## config.mk

```make
export PLATFORM = sky130hd
export DESIGN_NAME = instr_fetch_unit
export DESIGN_NICKNAME = d
export VERILOG_FILES = /design/src/rtl/instr_fetch_unit.sv
export SDC_FILE = /design/constraint.sdc
export NUM_CORES = 1
export LEC_CHECK = 0
export CAP_MARGIN = 20
export CORE_AREA = 2 2 139 141
export CTS_CLUSTER_SIZE = 14
export DETAILED_ROUTE_END_ITERATION = 10
export DIE_AREA = 0 0 141 143
export MAX_ROUTING_LAYER = met4
export PLACE_DENSITY = 0.78
export SYNTH_ARGS = -nofsm -noshare
export SYNTH_HDL_FRONTEND = slang
export SYNTH_SLANG_ARGS = --single-unit
```

## constraint.sdc

```tcl
create_clock -name clk -period 6.3 [get_ports clk]
set_input_delay 1.26 -clock clk [delete_from_list [all_inputs] [get_ports clk]]
set_output_delay 1.26 -clock clk [all_outputs]
set_load 0.01 [all_outputs]
```

## src/rtl/instr_fetch_unit.sv

```systemverilog
// Instruction fetch stage: owns the PC, issues one-at-a-time imem requests and buffers
// returned words in a small FIFO that feeds the decoder; branch redirects flush everything.
module instr_fetch_unit #(
  parameter logic [31:0] RESET_PC   = 32'h0000_0000,
  parameter int unsigned FIFO_DEPTH = 2
) (
  input  logic        clk,
  input  logic        rst,
  output logic        imem_req,
  output logic [31:0] imem_addr,
  input  logic        imem_ack,
  input  logic [31:0] imem_rdata,
  input  logic        branch_valid,
  input  logic [31:0] branch_target,
  output logic [31:0] instr,
  output logic [31:0] instr_pc,
  output logic [31:0] instr_pc8,
  output logic        instr_valid,
  input  logic        dec_ready
);

  localparam int unsigned PtrW = (FIFO_DEPTH > 1) ? $clog2(FIFO_DEPTH) : 1;
  localparam int unsigned CntW = $clog2(FIFO_DEPTH + 1);
  localparam logic [CntW-1:0] Depth   = CntW'(FIFO_DEPTH);
  localparam logic [PtrW-1:0] LastPtr = PtrW'(FIFO_DEPTH - 1);

  typedef enum logic [1:0] {StIdle, StReq, StDrop} state_e;

  state_e          state_q, state_d;
  logic [31:0]     fetch_pc_q, fetch_pc_d;
  logic [31:0]     drop_addr_q, drop_addr_d;
  logic [CntW-1:0] count_q, count_d;
  logic [PtrW-1:0] wr_ptr_q, wr_ptr_d;
  logic [PtrW-1:0] rd_ptr_q, rd_ptr_d;
  logic [31:0]     mem_instr_q [FIFO_DEPTH];
  logic [31:0]     mem_pc_q    [FIFO_DEPTH];

  logic        push, pop, empty;
  logic [31:0] target;
  logic        unused_target_lsbs;

  function automatic logic [PtrW-1:0] ptr_inc(input logic [PtrW-1:0] p);
    return (p == LastPtr) ? '0 : p + 1'b1;
  endfunction

  assign target             = {branch_target[31:2], 2'b00};
  assign unused_target_lsbs = ^branch_target[1:0];
  assign empty              = (count_q == '0);
  // Head is hidden during a redirect so a wrong-path word is never consumed.
  assign instr_valid        = !empty && !branch_valid;
  assign pop                = instr_valid && dec_ready;

  // State register
  always_ff @(posedge clk or negedge rst) begin
    if (!rst) begin
      state_q     <= StIdle;
      fetch_pc_q  <= RESET_PC;
      drop_addr_q <= RESET_PC;
      count_q     <= '0;
      wr_ptr_q    <= '0;
      rd_ptr_q    <= '0;
    end else begin
      state_q     <= state_d;
      fetch_pc_q  <= fetch_pc_d;
      drop_addr_q <= drop_addr_d;
      count_q     <= count_d;
      wr_ptr_q    <= wr_ptr_d;
      rd_ptr_q    <= rd_ptr_d;
    end
  end

  // Storage is never read while empty, so it needs no reset.
  always_ff @(posedge clk) begin
    if (push) begin
      mem_instr_q[wr_ptr_q] <= imem_rdata;
      mem_pc_q[wr_ptr_q]    <= fetch_pc_q;
    end
  end

  // PC and FIFO bookkeeping
  always_comb begin
    fetch_pc_d  = fetch_pc_q;
    drop_addr_d = drop_addr_q;
    push        = 1'b0;
    if (branch_valid) begin
      fetch_pc_d = target;
      // Remember the stale address so the pending request stays stable until acked.
      if (state_q == StReq && !imem_ack) drop_addr_d = fetch_pc_q;
    end else if (state_q == StReq && imem_ack) begin
      push       = 1'b1;
      fetch_pc_d = fetch_pc_q + 32'd4;
    end

    if (branch_valid) begin
      count_d  = '0;
      wr_ptr_d = '0;
      rd_ptr_d = '0;
    end else begin
      wr_ptr_d = push ? ptr_inc(wr_ptr_q) : wr_ptr_q;
      rd_ptr_d = pop  ? ptr_inc(rd_ptr_q) : rd_ptr_q;
      unique case ({push, pop})
        2'b10:   count_d = count_q + 1'b1;
        2'b01:   count_d = count_q - 1'b1;
        default: count_d = count_q;
      endcase
    end
  end

  // Next-state logic
  always_comb begin
    state_d = state_q;
    unique case (state_q)
      StIdle: begin
        if (count_d < Depth) state_d = StReq;
      end
      StReq: begin
        if (branch_valid) begin
          state_d = imem_ack ? StReq : StDrop;
        end else if (imem_ack) begin
          state_d = (count_d < Depth) ? StReq : StIdle;
        end
      end
      StDrop: begin
        if (imem_ack) state_d = StReq;
      end
      default: state_d = StIdle;
    endcase
  end

  // Outputs
  always_comb begin
    imem_req  = 1'b0;
    imem_addr = fetch_pc_q;
    unique case (state_q)
      StIdle: imem_req = 1'b0;
      StReq:  imem_req = 1'b1;
      StDrop: begin
        imem_req  = 1'b1;
        imem_addr = drop_addr_q;
      end
      default: imem_req = 1'b0;
    endcase
  end

  assign instr     = empty ? '0 : mem_instr_q[rd_ptr_q];
  assign instr_pc  = empty ? '0 : mem_pc_q[rd_ptr_q];
  assign instr_pc8 = empty ? '0 : mem_pc_q[rd_ptr_q] + 32'd8;

endmodule
```

# After elaboration in Yosys (flattened, before gate mapping)
# Memory sizes are Yosys's and may differ from the RTL's.
# Index checks and enable logic that the tools add are counted.
[totals] word_cells=63 output_inout_bits=130 mem_count=2 ram_bits=128 regBits=70
[op_classes] mux=26 n_eq_ne=7 reduce_logical=15 order_cmp=1 addsub=6
[mem_list] memory="mem_instr_q" depth=2 width=32 read_ports=1 rd_ports_with_merged_regs=0 wr=1 line="35" rtl="logic [31:0] mem_instr_q [FIFO_DEPTH];"
[mem_list] memory="mem_pc_q" depth=2 width=32 read_ports=1 rd_ports_with_merged_regs=0 wr=1 line="36" rtl="logic [31:0] mem_pc_q [FIFO_DEPTH];"
[ops] op="32-bit 2-to-1 mux" count=6
[ops] op="32-bit by 3-bit adder with 32-bit output, second input constant" count=1
[ops] op="32-bit by 4-bit adder with 32-bit output, second input constant" count=1
[ops] op="1-bit 2-to-1 mux" count=12
[ops] op="2-bit 2-to-1 mux" count=6
[ops] op="2-bit case mux with 3 select lines" count=1
[ops] op="2-bit nonzero test" count=3
[ops] op="2-bit by 1-bit equality test with 1-bit output, second input constant" count=2
[ops] op="2-bit equality test, second input constant" count=2
[ops] op="1-bit logical AND" count=4
[ops] op="2-bit logical NOT" count=2
[ops] op="2-bit inequality test, second input constant" count=2
[ops] op="2-bit case mux with 2 select lines" count=1
[ops] op="1-bit logical NOT" count=3
[ops] op="3-bit inequality test, second input constant" count=1
[ops] op="3-bit AND reduction" count=1
[ops] op="1-bit adder, second input constant" count=2
[ops] op="2-bit by 1-bit adder with 2-bit output, second input constant" count=1
[ops] op="2-bit < comparator, second input constant" count=1
[ops] op="2-bit AND reduction" count=1
[ops] op="2-bit OR reduction" count=1
[ops] op="2-bit by 1-bit subtractor with 2-bit output, second input constant" count=1

# Longest topological paths before layout
[depth] ltp_word=12 ltp_mapped=12

# Least setup slack after synthesis
# No wires, ideal clock.
[synth_path] path_type="input to register" start="in imem_ack" end="mem mem_instr_q[0][0], enable pin" required_time_ns=5.818 setup_ns=0.482 path_slack_ns=1.614 stages=3 arrival_time_ns=4.204 cell_sequence="clkbuf_1 -> nand3_1 -> nor2_1"
[synth_between] elab_chain_len=5
[synth_lines] element="start, declared" line="11" rtl="input logic imem_ack,"
[synth_lines] element="1-bit logical AND" line="89" rtl="end else if (state_q == StReq && imem_ack) begin"
[synth_lines] element="1-bit 2-to-1 mux" line="89"
[synth_lines] element="1-bit 2-to-1 mux" line="85" rtl="if (branch_valid) begin"
[synth_lines] element="1-bit 2-to-1 mux" line="74" rtl="if (push) begin"
[synth_lines] element="1-bit 2-to-1 mux (not written as such)" line="75" rtl="mem_instr_q[wr_ptr_q] <= imem_rdata;"
[synth_lines] element="end, declared" line="35"
# No other way between the ends.

# Worst setup path in the final report
[layout_path] start="reg rd_ptr_q" end="out instr_pc8[31]"
[layout_between] elab_chain_len=3
[layout_lines] element="start, declared" line="34" rtl="logic [PtrW-1:0] rd_ptr_q, rd_ptr_d;"
[layout_lines] element="start signal, assigned" line="68" rtl="rd_ptr_q <= rd_ptr_d;"
[layout_lines] element="memory 2 x 32 bit"
[layout_lines] element="32-bit by 4-bit adder with 32-bit output" line="147" rtl="assign instr_pc8 = empty ? '0 : mem_pc_q[rd_ptr_q] + 32'd8;"
[layout_lines] element="32-bit 2-to-1 mux" line="147"
[layout_lines] element="end, declared" line="17" rtl="output logic [31:0] instr_pc8,"
# No other way between the ends.

==> key figures <==
Run status
  • Status: finished clean

Floorplanning
  • Core Box Area: 18580 µm²
  • Starting Density: around 49%
  • Die Ht: 143 µm
  • Die Wd: around 140 µm
  • Die ar.: 20160 µm²
  • # rows: 50
  • IO Pins: 199

Flow run
  • Max Cap Viol: 0

Synthesis
  • Register area share after synthesis: 58.58%
  • Flops & latches, synth: 190
  • Mapped Area: 9176 µm²
  • Syn Area/Cell: 12.14 µm²
  • Yosys top cell by area: edfxtp_1
  • Post-synth ARST share: 34.74%
  • Cell count after synthesis: 756
  • Top-area cell type share of the netlist area: 40.58%
  • Top FF cell, synth: edfxtp_1
  • Ranking of synthesized cells by area: edfxtp_1 (41%), dfrtp_1 (18%), mux2_2 (7.5%)
  • Ys Warns: 0
  • Synth unique cells: 59
  • Number of synthesized flops with an enable pin: approximately 120

STA
  • Sum of negative setup slack: 0 ns
  • Minimum clock period: a little over 5 ns
  • Skew final: 0.01351 ns
  • Unrepaired setup endpoints after global routing: false
  • Max-slew headroom: a little under a third
  • Slew @ Worst Pin: 1.031 ns
  • Final count of hold timing violations: 0
  • Tcrit/Tclk final: approximately four fifths
  • Max Clk Rate: 0.1969 GHz
  • Final Slew Violations: 0
  • Setup violators final: 0

Worst setup path
  • Critical path cell sequence: buf_4 > mux2i_1 > nor2_1 > nand3_1 > nor4_2 > mux2_1 > clkdlybuf4s50_1
  • Max incr delay on CP: about 0.80 ns
  • R2r setup slk: 3.40 ns
  • Arrival @ worst endpoint: around 3.8 ns
  • CP Launch Type: register
  • Crit-path slowest cell: dfrtp_4
  • Critical path required time: 5.04 ns
  • Element type at the critical path end: output pin
  • Critical path class: reg2out
  • Maximum fanout along the worst path: 47

Global routing
  • Total GRT Usage: between 20% and 30%
  • GRT overflow: 0
  • First-pass GRT wire length: 33.17 mm
  • Pin count of the biggest net entering global routing: 67
  • Vias in the first global route: a little over 6000
  • Initial antenna violation count: 0

Clock tree
  • Total setup buffers inserted after CTS: 0
  • Total CTS buffers: 17
  • Clock tree root buffer cell: clkbuf_16
  • Max clock buf depth: 2
  • Post_cts resized: 0
  • Cts hold-fix bufs: 0
  • H-tree depth: 4
  • Clock-pin slew on the worst setup and hold paths: 0.07 ns
  • Clk_lat worst skew: 0.43 ns
  • Clk sinks: 190
  • CTS tree: built

Power
  • Largest vdd supply drop: around 0.20 mV
  • Total Power: about 3.4 mW
  • P_leak: 4.097 nW
  • Power per cell area: 285.5 nW/µm²

Drt
  • DRC: 0
  • Starting DRT DRC Count: between 300 and 400
  • Vias: about 6400
  • Wire per inst: between 15 and 20 µm
  • Pre-Repair DR Iteration Count: 5
  • Antenna Violating Nets Remaining: 0
  • Vias per cell: 5.442
  • Drt total wl: 21.28 mm

Finish
  • Share of layout cells above drive strength 1: between 10 and 15%
  • Layout Nets: 1010
  • # fillers: 1438
  • Multi-input logic area: 3540 µm²
  • Ant diodes: 0
  • Area grow syn2layout: 28.76%
  • Reg area: about 5400 µm²

Placed design
  • GP Congestion: roughly 0.8
  • IO Port Bufs: 190
  • Dpl hpwl: 14.97 mm

Worst hold path
  • Min-Delay Path Class: reg2reg
## stage by stage
| step | hold WS, ns | util (%) | instance area [µm²] | setup WS [ns] | std cells |
|---|---|---|---|---|---|
| after floorplan | 0.4368 | - | 9195 | 1.614 | 761 |
| after global placement | 0.4632 | 60.36 | 11220 | 1.694 | 1148 |
| after detailed placement | 0.4748 | 60.36 | 11220 | 1.642 | 1148 |
| after CTS | 0.4917 | 63.59 | 11820 | 1.162 | 1180 |
| after global routing | 0.5121 | 63.59 | 11820 | 0.9917 | 1180 |
| final | 0.4867 | 63.59 | 11820 | 1.222 | 1180 |
## cells by family after synthesis
kind of cell | count (synthesis) | share of synthesized area, %
AO/OA/AOI/OAI | 74 | 4.936
XOR/XNOR | 44 | 4.200
adder cells (fa/ha/maj) | 8 | 1.091
buffers and inverters | 57 | 3.231
flip-flops | 190 | 58.58
multiplexers | 121 | 14.06
other | 1 | 0.04087
AND/OR/NAND/NOR | 261 | 13.87
## cell usage after synthesis, drive strengths merged (3+ instances only)
cell type	n
a21oi	8
and2	12
and3	4
and4	3
buf	22
clkbuf	25
dfrtp	66
edfxtp	124
ha	8
inv	10
mux2	63
mux2i	58
nand2	63
nand3	26
nand3b	4
nand4	17
nand4b	3
nor2	97
nor2b	3
nor3	11
nor4	8
o21ai	44
o31ai	4
or2	3
or3	3
xnor2	31
xor2	13
## final cells by class
type,count,share of cell area (%)
repair buffers,200,16.65
flip-flops and latches,190,45.53
well taps,234,2.478
clock buffers,19,3.929
inverters,10,0.3177
multi-input cells,514,29.96
clock inverters,13,1.144
## worst paths after layout
check	endpoint	from	cells after the start
setup / recovery	instr_pc8[31]	rd_ptr_q	7
hold / removal	drop_addr_q[19]	drop_addr_q[19]	2
setup reg to reg	state_q[1]	count_q[0]	10
hold reg to reg	drop_addr_q[19]	drop_addr_q[19]	2
max in group asynchronous	rd_ptr_q	rst	2
min in group asynchronous	drop_addr_q[15]	rst	2
## per-layer routing
| layer | global-route usage (%) | up-vias | wire, µm |
|---|---|---|---|
| met5 | - | - | 0 |
| met4 | 5.895 | 0 | 163 |
| met3 | 4.292 | 19 | 1180 |
| met2 | 34.20 | 204 | 10010 |
| met1 | 29.95 | 3129 | 9920 |
| li1 | - | 3069 | - |
## registers in the layout (all words and copies together), names as in the netlist
signal and cells:
drop_addr_q 30, wr_ptr_q 1, mem_instr_q 64, mem_pc_q 60, fetch_pc_q 30, rd_ptr_q 1
count_q 2, state_q 2
## where the power goes
part / internal [mW] / switching [mW] / total, mW
sequential: 1.53 / 0.121 / 1.65
combinational: 0.335 / 0.306 / 0.641
clock: 0.563 / 0.515 / 1.08
## critical path, delay by kind of cell (launching register included)
kind,cells,cell delay [ns]
buf+inv,2,1.15
simple gates,3,0.72
flops,1,0.80
mux,2,0.64
## placed cells by master, fill, tap and decap left out, drive strengths merged, types with 2 or more instances in the layout
cell           synthesis  routed
a211oi                 2       2
a21oi                  8       8
a221oi                 2       2
a31oi                  2       2
and2                  12      12
and3                   4       4
and4                   3       3
buf                   22      12
clkbuf                25      19
clkdlybuf4s50          0     188
clkinv                 0       3
conb                   1       6
dfrtp                 66      66
edfxtp               124     124
ha                     8       8
inv                   10      19
mux2                  63      63
mux2i                 58      58
nand2                 63      63
nand2b                 2       2
nand3                 26      26
nand3b                 4       4
nand4                 17      17
nand4b                 3       3
nor2                  97      97
nor2b                  3       3
nor3                  11      11
nor4                   8       8
o21ai                 44      44
o31ai                  4       4
or2                    3       3
or3                    3       3
xnor2                 31      31
xor2                  13      13
(Power assumes the default switching activity.)
